--- src/rtl/uart_rx_os.sv ---
// Oversampling UART receiver: 2-FF sync, mid-bit 3-sample majority vote, stop/parity check.
// Optional parity bit enabled by defining UART_RX_PARITY_EN.
module uart_rx_os #(
  parameter int unsigned CLK_FREQ   = 100_000_000,
  parameter int unsigned BAUD_RATE  = 9600,
  parameter int unsigned OVERSAMPLE = 16,
  parameter int unsigned DATA_BITS  = 8,
  parameter int unsigned STOP_BITS  = 1,
  parameter int unsigned PARITY_ODD = 0
) (
  input  logic                 clk,
  input  logic                 rst,
  input  logic                 rx,
  output logic [DATA_BITS-1:0] rx_data,
  output logic                 rx_valid,
  output logic                 rx_busy,
  output logic                 frame_err,
  output logic                 parity_err
);

  localparam int unsigned TICK_DIV = CLK_FREQ / (BAUD_RATE * OVERSAMPLE);
  localparam int unsigned TW       = (TICK_DIV > 1) ? $clog2(TICK_DIV) : 1;
  localparam int unsigned SW       = $clog2(OVERSAMPLE);
  localparam int unsigned BW       = 4;
  localparam int unsigned MID      = OVERSAMPLE / 2;

  localparam logic [2:0] IDLE   = 3'd0;
  localparam logic [2:0] START  = 3'd1;
  localparam logic [2:0] DATA   = 3'd2;
`ifdef UART_RX_PARITY_EN
  localparam logic [2:0] PARITY = 3'd3;
`endif
  localparam logic [2:0] STOP   = 3'd4;

  if (OVERSAMPLE < 8 || (OVERSAMPLE % 2) != 0 || DATA_BITS < 5 || DATA_BITS > 9 ||
      STOP_BITS < 1 || STOP_BITS > 2 || PARITY_ODD > 1 || TICK_DIV < 1) begin : g_bad_param
    $error("uart_rx_os: unsupported parameter set");
  end

  logic                 rx_meta, rx_sync, rx_prev;
  logic [2:0]           state, state_d;
  logic [TW-1:0]        tick_cnt, tick_cnt_d;
  logic [SW-1:0]        s_cnt, s_cnt_d;
  logic [BW-1:0]        bit_cnt, bit_cnt_d;
  logic                 stop_cnt, stop_cnt_d;
  logic [1:0]           samp, samp_d;
  logic [DATA_BITS-1:0] shreg, shreg_d;
  logic                 ferr_acc, ferr_acc_d;
  logic [DATA_BITS-1:0] rx_data_d;
  logic                 rx_valid_d, frame_err_d, parity_err_d;
  logic                 par_bit, par_bit_d;
  logic                 tick, decide, bit_end, vote;

  // Two-stage synchroniser plus one delayed copy for falling-edge detection
  always_ff @(posedge clk or negedge rst) begin
    if (!rst) begin
      rx_meta <= 1'b1;
      rx_sync <= 1'b1;
      rx_prev <= 1'b1;
    end else begin
      rx_meta <= rx;
      rx_sync <= rx_meta;
      rx_prev <= rx_sync;
    end
  end

  assign tick    = (tick_cnt == TW'(TICK_DIV - 1));
  assign decide  = tick && (s_cnt == SW'(MID + 1));
  assign bit_end = tick && (s_cnt == SW'(OVERSAMPLE - 1));
  assign vote    = (samp[0] & samp[1]) | (samp[0] & rx_sync) | (samp[1] & rx_sync);
  assign rx_busy = (state != IDLE);

  always_ff @(posedge clk or negedge rst) begin
    if (!rst) begin
      state      <= IDLE;
      tick_cnt   <= '0;
      s_cnt      <= '0;
      bit_cnt    <= '0;
      stop_cnt   <= 1'b0;
      samp       <= '0;
      shreg      <= '0;
      ferr_acc   <= 1'b0;
      par_bit    <= 1'b0;
      rx_data    <= '0;
      rx_valid   <= 1'b0;
      frame_err  <= 1'b0;
      parity_err <= 1'b0;
    end else begin
      state      <= state_d;
      tick_cnt   <= tick_cnt_d;
      s_cnt      <= s_cnt_d;
      bit_cnt    <= bit_cnt_d;
      stop_cnt   <= stop_cnt_d;
      samp       <= samp_d;
      shreg      <= shreg_d;
      ferr_acc   <= ferr_acc_d;
      par_bit    <= par_bit_d;
      rx_data    <= rx_data_d;
      rx_valid   <= rx_valid_d;
      frame_err  <= frame_err_d;
      parity_err <= parity_err_d;
    end
  end

  always_comb begin
    state_d      = state;
    tick_cnt_d   = tick_cnt;
    s_cnt_d      = s_cnt;
    bit_cnt_d    = bit_cnt;
    stop_cnt_d   = stop_cnt;
    samp_d       = samp;
    shreg_d      = shreg;
    ferr_acc_d   = ferr_acc;
    par_bit_d    = par_bit;
    rx_data_d    = rx_data;
    rx_valid_d   = 1'b0;
    frame_err_d  = frame_err;
    parity_err_d = parity_err;

    // Bit timing: tick divider and per-bit sample counter with the two early vote samples
    if (state != IDLE) begin
      tick_cnt_d = tick ? '0 : tick_cnt + TW'(1);
      if (tick) begin
        s_cnt_d = bit_end ? '0 : s_cnt + SW'(1);
        if (s_cnt == SW'(MID - 1)) samp_d[0] = rx_sync;
        if (s_cnt == SW'(MID))     samp_d[1] = rx_sync;
      end
    end

    case (state)
      IDLE: begin
        if (rx_prev && !rx_sync) begin
          state_d    = START;
          bit_cnt_d  = '0;
          stop_cnt_d = 1'b0;
          ferr_acc_d = 1'b0;
        end
      end
      START: begin
        if (decide && vote)  state_d = IDLE;
        else if (bit_end)    state_d = DATA;
      end
      DATA: begin
        if (decide) shreg_d = {vote, shreg[DATA_BITS-1:1]};
        if (bit_end) begin
          if (bit_cnt == BW'(DATA_BITS - 1)) begin
`ifdef UART_RX_PARITY_EN
            state_d = PARITY;
`else
            state_d = STOP;
`endif
          end else begin
            bit_cnt_d = bit_cnt + BW'(1);
          end
        end
      end
`ifdef UART_RX_PARITY_EN
      PARITY: begin
        if (decide)  par_bit_d = vote;
        if (bit_end) state_d   = STOP;
      end
`endif
      STOP: begin
        if (decide) begin
          if (!vote) ferr_acc_d = 1'b1;
          // Frame completes at the last stop-bit decision so a following start bit is not missed
          if (stop_cnt == 1'(STOP_BITS - 1)) begin
            state_d     = IDLE;
            rx_valid_d  = 1'b1;
            rx_data_d   = shreg;
            frame_err_d = ferr_acc | ~vote;
`ifdef UART_RX_PARITY_EN
            parity_err_d = ((^shreg) ^ par_bit) != PARITY_ODD[0];
`else
            parity_err_d = 1'b0;
`endif
          end
        end else if (bit_end) begin
          stop_cnt_d = 1'b1;
        end
      end
      default: state_d = IDLE;
    endcase

    if (state_d == IDLE) begin
      tick_cnt_d = '0;
      s_cnt_d    = '0;
    end
  end

endmodule

--- config.mk ---
export PLATFORM = sky130hd
export DESIGN_NAME = uart_rx_os
export DESIGN_NICKNAME = d
export VERILOG_FILES = /design/src/rtl/uart_rx_os.sv
export SDC_FILE = /design/constraint.sdc
export NUM_CORES = 1
export LEC_CHECK = 0
export ABC_AREA = 1
export BUFFER_PORTS_ARGS = -buffer_cell sky130_fd_sc_hd__buf_2
export CAP_MARGIN = 20
export CORE_ASPECT_RATIO = 1.5
export CORE_MARGIN = 5
export CORE_UTILIZATION = 50
export CTS_CLUSTER_DIAMETER = 30
export DETAILED_ROUTE_END_ITERATION = 7
export PLACE_DENSITY = 0.68
export SETUP_SLACK_MARGIN = 0.5
export SLEW_MARGIN = 20
export SYNTH_ARGS = -nofsm -noshare
export SYNTH_HDL_FRONTEND = slang
export SYNTH_SLANG_ARGS = --single-unit
export TNS_END_PERCENT = 30
--- constraint.sdc ---
create_clock -name clk -period 2.5 [get_ports clk]
set_input_delay 0.25 -clock clk [delete_from_list [all_inputs] [get_ports clk]]
set_output_delay 0.25 -clock clk [all_outputs]
set_load 0.05 [all_outputs]
**After elaboration in Yosys (flattened, before gate mapping)**

Index checks and enable logic that the tools add are counted.

- $add $sub $neg: 3
- Equal/unequal tests: 16
- Bitwise logic cells: 8
- Muxes and demuxes: 29
- Reduce and logical (&&, ||, !) cells: 20

Operators by type and width:

| kind | number |
|---|---|
| 10-bit two-way mux | 3 |
| 4-bit two-way mux | 7 |
| 3-bit two-way mux | 7 |
| 2-bit inequality test (second input constant) | 7 |
| 4-bit equality test (second input constant) | 3 |
| 3-bit case mux with 4 select lines | 1 |
| 4-bit AND reduction | 3 |
| 10-bit by 1-bit adder with 10-bit output (second input constant) | 1 |
| 10-bit equality test (second input constant) | 1 |
| 3-bit AND reduction | 3 |
| 4-bit by 1-bit adder with 4-bit output (second input constant) | 2 |
| 4-bit by 3-bit equality test with 1-bit output (second input constant) | 2 |
| 1-bit two-way mux | 8 |
| 4-bit case mux with 2 select lines | 1 |
| 2-bit nonzero test | 4 |
| 3-bit zero test | 2 |
| 1-bit logical AND | 4 |
| 1-bit case mux with 2 select lines | 2 |
| 2-bit AND reduction | 2 |
| 1-bit bitwise AND | 3 |
| 3-bit by 1-bit equality test with 1-bit output (second input constant) | 1 |
| 3-bit by 2-bit equality test with 1-bit output (second input constant) | 1 |
| 3-bit equality test (second input constant) | 1 |
| 1-bit OR | 3 |
| other kinds (3) | 4 |

- Output and inout bits: 12
- Flip-flop bits (word level): 46
- Bits of input ports: 3
- Word-level logic and storage cells: 91

**Longest topological paths before layout**

Gate-level depths: netlist (run 1).

- Word-level depth: 9
- Mapped depth: 12
- Mapped depth without buffers: 11

**Worst setup path before layout (run 1)**

OpenSTA, ideal clock, no wires.

- Path type: register to register
- Start: register tick_cnt[0]
- End: register s_cnt[1]
- Period minus slack after synthesis: 1737 ps
- Data arrival time: 1620 ps
- Required time: 2383 ps
- Setup time: 117 ps
- Setup slack: 763 ps
- Stages on the path, launching flop included: 12
- Buffers on the path: 1
- Cell sequence: dfrtp_1 inv_1 ha_1 nand2_1 nor2_1 nand4_4 nand2_2 nand2_2 nor2_4 nand3_2 buf_6 and2_4

- Longest elaborated chain between the ends: 8
- Elaborated cells on any way between the ends: 17
- Those cells by class: 1 x eq/ne; 9 x mux; 7 x reduce/logical

Ends and longest elaborated chain:

| item | RTL line | source |
|---|---|---|
| from (decl) | 42 | `logic [TW-1:0] tick_cnt, tick_cnt_d;` |
| from (signal assigned) | 90 | `tick_cnt <= tick_cnt_d;` |
| 10-bit equality test (*) | 67 | `assign tick = (tick_cnt == TW'(TICK_DIV - 1));` |
| 1-bit logical AND, on equally long branches | 69, 68 |  |
| 3-bit two-way mux or 1-bit logical AND (tied branches) | 141, 140 |  |
| 3-bit two-way mux | 140 | `if (decide && vote) state_d = IDLE;` |
| 3-bit case mux with 4 select lines | 130 | `case (state)` |
| 3-bit zero test | 185 | `if (state_d == IDLE) begin` |
| 2-bit nonzero test (no source line) | n/a |  |
| 2-bit AND reduction (no source line) | n/a |  |
| to (signal assigned) | 91 | `s_cnt <= s_cnt_d;` |
| to (decl) | 43 | `logic [SW-1:0] s_cnt, s_cnt_d;` |

Mark *: on every way between the ends. The rest lies on a longest branch, timed or not. The select of a mux whose other input is x is not followed.
A chain may end at the register's enable or synchronous reset.

**Worst setup path in the final report (run 1)**

- Start: register tick_cnt[0]
- End: register rx_data[4]

- Longest elaborated chain between the ends: 3

Ends and longest elaborated chain:

| item | RTL line | source |
|---|---|---|
| 10-bit equality test | 67 |  |
| 1-bit logical AND | 68 | `assign decide = tick && (s_cnt == SW'(MID + 1));` |
| 3-bit AND reduction (no source line) | n/a |  |
| to (signal assigned) | 98 | `rx_data <= rx_data_d;` |
| to (decl) | 14 | `output logic [DATA_BITS-1:0] rx_data,` |

No other way between the ends.

==> results of run 1 <==
## worst max-delay path, delay by kind of cell (launching register included)
family,cells,cell delay (ns)
AO/OA/AOI/OAI,1,0.09
adder cells (fa/ha/maj),1,0.19
buffers and inverters,3,0.43
flip-flops,1,0.42
AND/OR/NAND/NOR,5,0.68
## metrics by stage
stage / power (mW) / std cells / hold WS, ns / util (%) / setup slack (ns)
after floorplan: 1.05 / 301 / -0.0456 / - / 0.763
after global placement: 1.11 / 376 / 0.169 / 53.6 / 0.543
after detailed placement: 1.12 / 376 / 0.169 / 53.6 / 0.506
after CTS: 1.60 / 385 / 0.0317 / 55.7 / 0.506
after global routing: 1.68 / 389 / 0.0276 / 57.5 / 0.464
final: 1.58 / 389 / 0.0492 / 57.5 / 0.608
## cell usage in the layout, fill, tap and decap left out
cell type      instances
buf_2                 13
buf_4                  5
nor4_2                 1
nand3_4                1
o21ai_2               15
a21oi_2                1
nor3_1                 4
nand2_2                8
o21a_1                 1
nor2_2                 5
o31ai_1                1
nand3_1               23
nor2_1                27
inv_2                  2
nor2_4                 3
a22o_1                 1
clkinvlp_4             2
xor2_1                 2
clkinv_2               1
a31oi_1                1
and2_4                 3
nor4_4                 1
a21oi_4                1
conb_1                 1
dfrtp_1               43
nor3b_2                1
a21oi_1                3
ha_1                   6
nand2_1               65
dfstp_2                3
clkbuf_8               6
nand4_1                7
nand2_4                3
dlygate4sd3_1          1
o21ai_0               13
nand4_4                1
or2_2                  1
inv_1                 47
## sequential cells by signal, indices dropped and copies added, names as in the netlist
name / flops
rx_sync: 1
state: 3
rx_data: 8
tick_cnt: 10
frame_err: 1
rx_valid: 1
bit_cnt: 4
rx_prev: 1
samp: 2
s_cnt: 4
stop_cnt: 1
rx_meta: 1
ferr_acc: 1
shreg: 8
## per-layer routing
layer	routed length [um]	part of all wire, %	track usage (%)	vias up
met5	0	0	0	-
met4	153	3.2	8.12	0
met3	112	2.3	3.59	14
met2	2430	50	28.7	24
met1	2150	44	20.0	883
li1	-	-	-	983
## layout make-up
class                           count  area, um2
Fill cell                         456       2060
Sequential cell                    46       1150
Multi-Input combinational cell    200       1150
Inverter                           50        191
Timing Repair Buffer               19        113
Clock buffer                        6       82.6
Tap cell                           66       82.6
Clock inverter                      2       12.5
## cell families (layout without fill, tap and decap cells)
logic type	count (synthesis)	count (layout)	synth area share, %
simple gates	153	154	29.4
fa+ha+maj	6	6	3.01
buf+inv	56	77	9.79
other cells	1	1	0.151
xor+xnor	2	2	0.703
flops	46	46	46.4
compound gates	37	37	10.5
## how the worst max path moves through the flow
stage / from / endpoint / cells past startpoint / slack [ns]
2_1_floorplan: tick_cnt[0]$_DFFE_PN0P_ / s_cnt[1]$_DFFE_PN0P_ / 11 / 0.76
5_1_grt: tick_cnt[0]$_DFFE_PN0P_ / tick_cnt[7]$_DFFE_PN0P_ / 11 / 0.46
3_3_place_gp: s_cnt[1]$_DFFE_PN0P_ / rx_data[2]$_DFFE_PN0P_ / 9 / 0.54
4_1_cts: tick_cnt[0]$_DFFE_PN0P_ / tick_cnt[7]$_DFFE_PN0P_ / 9 / 0.51
6_report: tick_cnt[0]$_DFFE_PN0P_ / rx_data[4]$_DFFE_PN0P_ / 10 / 0.61
3_5_place_dp: tick_cnt[0]$_DFFE_PN0P_ / tick_cnt[7]$_DFFE_PN0P_ / 9 / 0.51
## timing repair
| item | CTS | global route |
|---|---|---|
| buffers inserted | 0 | 3 |
| gates resized for setup | 0 | 13 |
| hold buffers | 1 | 0 |
| setup endpoints to repair | 1 | 32 |
| cloned | 0 | 1 |
| pin swaps | 1 | 4 |
| hold endpoints to repair | 13 | 0 |
## report_power, final
group,switching [mW],total [mW],internal (mW)
clock,0.249,0.471,0.222
combinational,0.167,0.260,0.0932
sequential,0.0647,0.852,0.787
total,0.480,1.58,1.10
==> results.cfg, run 1 <==
[status]
status = completed

[floorplan]
dieArea_um2 = 6520
die_w_um = 67.6
chipHeight_um = 96.5
core_um2 = 4850
start_util_pct = 51.4
rows = 31
io-pin-count = 15

[yosys]
ys.flop_type = dfrtp_1
ys_ff_latch = 46
ys_seq_area_share_pct = 46.4
yosysTopAreaCell = dfrtp_1
synth_edf_count = 0
ys.warnings.count = 0
synthTopCellsByArea = dfrtp_1 43%, nand2_1 9.9%, inv_1 7.2%
synth_top_area_share_pct = 43.2
synth_most_common_cell = nand2_1
ys_async_sr_fraction_pct = 100
synth_commonest_cells = 66 x nand2_1, 48 x inv_1, 43 x dfrtp_1, 30 x nor2_1, 23 x nand3_1
syn-num-nets = 310
synth_cells = 301
syn_avg_cell_area_um2 = 8.28
synth_area_um2 = 2490
synthDistinctLibCells = 31

[hold_path]
hold_path.class = input port to flip-flop
hold_path_depth = 1
holdCritStartpoint = rx
min_to = rx_meta$_DFF_PN1_

[finish]
drive_gt1_share_pct = 23.8
design_area_um2 = 2790
area_growth_pct = 12.0
nNetsFinal = 331
n_antenna_cell = 0

[sta]
setup_viol = 0
rsz0062_at_grt = yes
hold_violations = 0
fmax_ghz = 0.529
min_period_ns = 1.89
tns_ns = 0
final_max_slew_viol_count = 0
clock_skew_ns = 0.00819
fin_crit_sh_pct = 75.7

[cts]
cts_sinks = 46
clk_latency_ns = 0.30
cts_buffers = 5
clk_pin_slew_ns = 0.09
cts_root_buf = clkbuf_8
cts_buffer_depth = 2
tritoncts = done
htree_levels = 2

[critical_path]
r2r_start = tick_cnt[0]$_DFFE_PN0P_
r2r_cells = 10
required_ns = 2.74
crit_path_max_incr_delay_ns = 0.42
cp-start-kind = flip-flop
endpoint_kind = flip-flop
timing.rr.end = rx_data[4]$_DFFE_PN0P_
crit_chain = inv_1 -> ha_1 -> nand2_1 -> nor2_2 -> nand2_2 -> nor4_4 -> buf_4 -> nand2_4 -> buf_4 -> o21ai_2
r2r_slack_ns = 0.61
cp_max_fo = 8
critPathKind = flip-flop to flip-flop
crit_path_frequent_cell = buf_4
crit_path_top_delay_cell = dfrtp_1
worstPathArrival_ns = 2.13

[placed_design]
gp_congestion = 0.867
dp_hpwl_um = 3520
dpl_cell_area_um2 = 2600
io_buffers = 13

[global_routing]
grt_pass1_vias = 1820
grt.total_usage_pct = 16.9
grt_max_degree = 34
antenna_found_initial = 0
grt_pass1_wl_um = 8230
grt.overflow.total = 0

[pwr]
vdd_drop_max_v = 0.000473
p_per_area_nw_per_um2 = 567
leakage_nw = 1.34

[routing]
viasPerCell = 4.89
detail-route-antenna-nets = 0
drt_pre_antenna_iters = 5
drtIter0Drc = 126
drc = 0
routedWlPerCell_um = 12.5
vias = 1904
routed_wl_um = 4840

[flow_run]
maxCapViolCount = 0
Power figures use the tool's default switching activity.
==> inputs of run 2 (changes only) <==
--- a/config.mk
+++ b/config.mk
@@ -5,7 +5,7 @@
 export SDC_FILE = /design/constraint.sdc
 export NUM_CORES = 1
 export LEC_CHECK = 0
-export ABC_AREA = 1
+export ABC_AREA = 0
 export BUFFER_PORTS_ARGS = -buffer_cell sky130_fd_sc_hd__buf_2
 export CAP_MARGIN = 20
 export CORE_ASPECT_RATIO = 1.5
@@ -13,7 +13,7 @@
 export CORE_UTILIZATION = 50
 export CTS_CLUSTER_DIAMETER = 30
 export DETAILED_ROUTE_END_ITERATION = 7
-export PLACE_DENSITY = 0.68
+export PLACE_DENSITY = 0.71
 export SETUP_SLACK_MARGIN = 0.5
 export SLEW_MARGIN = 20
 export SYNTH_ARGS = -nofsm -noshare
==> constraint.sdc (replaced) <==
create_clock -name clk -period 1.5 [get_ports clk]
set_input_delay 0.15 -clock clk [delete_from_list [all_inputs] [get_ports clk]]
set_output_delay 0.15 -clock clk [all_outputs]
set_load 0.05 [all_outputs]
==> results.cfg, run 2 <==
[floorplan]
die_w_um = 64.4
io-pin-count = 15
rows = 29
dieArea_um2 = 5900
core_um2 = 4280
start_util_pct = 51.9
chipHeight_um = 91.6

[sta]
setup_viol = 44
tns_ns = -31.73
rsz0062_at_grt = yes
fin_crit_sh_pct = 160
final_max_slew_viol_count = 0
min_period_ns = 2.40
fmax_ghz = 0.416
postLayoutSetupSlackWorst_ns = -0.905
hold_violations = 0
clock_skew_ns = 0.00660

[yosys]
synthDistinctLibCells = 49
yosysTopAreaCell = dfrtp_1
synth_top_family_by_area = simple AND/OR/NAND/NOR gates
synth_commonest_cells = 43 x dfrtp_1, 18 x mux2_2, 16 x nor2_1, 15 x nand2_1, 9 x nand3_1
synth_most_common_cell = dfrtp_1
synthTopCellsByArea = dfrtp_1 48%, mux2_2 9.1%, dfstp_2 3.5%
synth_edf_count = 0
ys_async_sr_fraction_pct = 100
ys.warnings.count = 0
synth_mux_area_share_pct = 9.58
synth_top_area_share_pct = 48.5
syn_avg_cell_area_um2 = 11.6
ys_ff_latch = 46
synthAdderAreaFrac_pct = 3.89
synth-simple-area-share_pct = 19.5
synth_cells = 191
synth-xor-area-share_pct = 2.76
synth_area_um2 = 2220
synth-compound-area-share_pct = 9.63
syn-num-nets = 200
ys.flop_type = dfrtp_1
ys_seq_area_share_pct = 52.0

[cts]
clk_pin_slew_ns = 0.09
cts_sinks = 46
htree_levels = 2
cts_root_buf = clkbuf_8
cts_buffer_depth = 2
tritoncts = done
clk_latency_ns = 0.30
cts_buffers = 5

[critical_path]
worstPathArrival_ns = 2.64
r2r_cells = 17
cp_max_fo = 2
crit_chain = inv_2 -> buf_4 -> buf_4 -> buf_4 -> buf_4 -> buf_4 -> buf_4 -> buf_4 -> buf_4 -> buf_4 -> buf_4 -> buf_4 -> buf_6 -> buf_6 -> buf_4 -> buf_4 -> o21ai_2
crit_path_top_delay_cell = dfrtp_1
endpoint_kind = flip-flop
cp-start-kind = flip-flop
critPathKind = flip-flop to flip-flop
crit_path_frequent_cell = buf_4
r2r_slack_ns = -0.90
required_ns = 1.73
r2r_start = tick_cnt[0]$_DFFE_PN0P_
timing.rr.end = tick_cnt[0]$_DFFE_PN0P_
crit_path_max_incr_delay_ns = 0.38

[finish]
largest_register_ffs = 10
n_antenna_cell = 0
design_area_um2 = 3250
drive_gt1_share_pct = 50.3
largest_register = tick_cnt
final_cells = 332
final_common_cell = buf_4
nNetsFinal = 294
area_growth_pct = 46.4
final_cell_mix = 70 x buf_4, 42 x dfrtp_1, 15 x buf_6, 14 x nor2_1, 14 x nand2_1
top_regs = tick_cnt: 10 flops, rx_data: 8 flops, shreg: 8 flops

[global_routing]
grt_pass1_wl_um = 9540
grt_max_degree = 29
grt.overflow.total = 0
antenna_found_initial = 0
grt.total_usage_pct = 20.7
grt_pass1_vias = 2001

[placed_design]
io_buffers = 13
dp_cells = 305
dp_hpwl_um = 3970
place_ws_ns = -1.05
gp_congestion = 0.853
dpl_cell_area_um2 = 2800

[flow_run]
maxCapViolCount = 0

[routing]
routedWlPerCell_um = 18.0
drtIter0Drc = 124
routed_wl_um = 5990
viasPerCell = 5.59
detail-route-antenna-nets = 0
drc = 0
drt_pre_antenna_iters = 4
vias = 1857

[pwr]
p_per_area_nw_per_um2 = 944
vdd_drop_max_v = 0.000572
leakage_nw = 1.66

[status]
violations = negative setup slack
status = finished with violations

[hold_path]
hold_path.class = input port to async pin
==> run 2: cell types whose count changed in the layout (fill, tap and decap cells not counted), moves of 7 or more <==
cell | previous run | this run
buf_4 | 5 | 70
nor2_1 | 27 | 14
buf_6 | 0 | 15
nand3_1 | 23 | 8
mux2_4 | 0 | 9
nand2_1 | 65 | 14
buf_2 | 13 | 1
o21ai_0 | 13 | 2
o21ai_2 | 15 | 1
inv_1 | 47 | 5
mux2_2 | 0 | 9
nand2_2 | 8 | 1
==> run 2: area by class of cell <==
cell class              instances  area [um2]
well taps                      46        57.6
flip-flops and latches         46        1160
repair buffers                 91         767
inverters                       6        22.5
clock buffers                   6        82.6
multi-input cells             135        1150
clock inverters                 2        12.5
fillers                       260        1030
==> run 2: metrics by stage <==
step	total power, mW	hold slack (ns)	util [%]
final	3.07	0.303	75.9
after CTS	3.01	0.356	73.9
after global placement	1.98	0.130	65.3
after floorplan	1.69	-0.146	-
after global routing	3.20	0.312	75.9
after detailed placement	2.02	0.141	65.3
==> run 2: cell families (layout without fill, tap and decap cells) <==
logic type,after synthesis,after routing
AO/OA/AOI/OAI,27,27
XOR/XNOR,7,7
adder cells (fa/ha/maj),7,7
buffers and inverters,10,105
flip-flops,46,46
multiplexers,19,19
other,1,1
AND/OR/NAND/NOR,74,74
==> run 2: worst max-delay path by stage <==
| stage | start | end | slack (ns) | cells after the start |
|---|---|---|---|---|
| after floorplan | tick_cnt[0]$_DFFE_PN0P_ | tick_cnt[3]$_DFFE_PN0P_ | -0.83 | 9 |
| after global placement | tick_cnt[0]$_DFFE_PN0P_ | tick_cnt[4]$_DFFE_PN0P_ | -0.95 | 8 |
| after detailed placement | tick_cnt[0]$_DFFE_PN0P_ | tick_cnt[8]$_DFFE_PN0P_ | -1.05 | 8 |
| after CTS | tick_cnt[0]$_DFFE_PN0P_ | tick_cnt[4]$_DFFE_PN0P_ | -0.84 | 8 |
| after global routing | tick_cnt[0]$_DFFE_PN0P_ | tick_cnt[0]$_DFFE_PN0P_ | -0.98 | 9 |
| final | tick_cnt[0]$_DFFE_PN0P_ | tick_cnt[0]$_DFFE_PN0P_ | -0.90 | 17 |
==> run 2: power breakdown <==
group | internal (mW) | leakage (nW) | switching, mW
sequential | 1.34 | 0.614 | 0.0580
clock | 0.371 | 0.0472 | 0.420
combinational | 0.499 | 0.994 | 0.387
==> run 2: metal layers <==
metal | GRT usage, % | vias to the layer above | wire length [um]
met5 | 0 | - | 0
met4 | 6.53 | 0 | 108
met3 | 4.16 | 12 | 122
met2 | 39.9 | 41 | 3530
met1 | 22.0 | 939 | 2230
li1 | - | 865 | -
==> run 2: worst max-delay path, delay by kind of cell, from the launching register on <==
family / cells / cell delay (ns)
AOI/OAI and AO/OA: 1 / 0.09
buffers and inverters: 16 / 1.86
DFF: 1 / 0.38
==> run 2: what timing repair did <==
item	4_1_cts	5_1_grt
hold buffers	2	0
gates cloned	0	0
endpoints found under the hold margin	19	0
buffers inserted	15	2
resized for setup	37	17
setup endpoints to repair	54	57
pin swaps	14	9
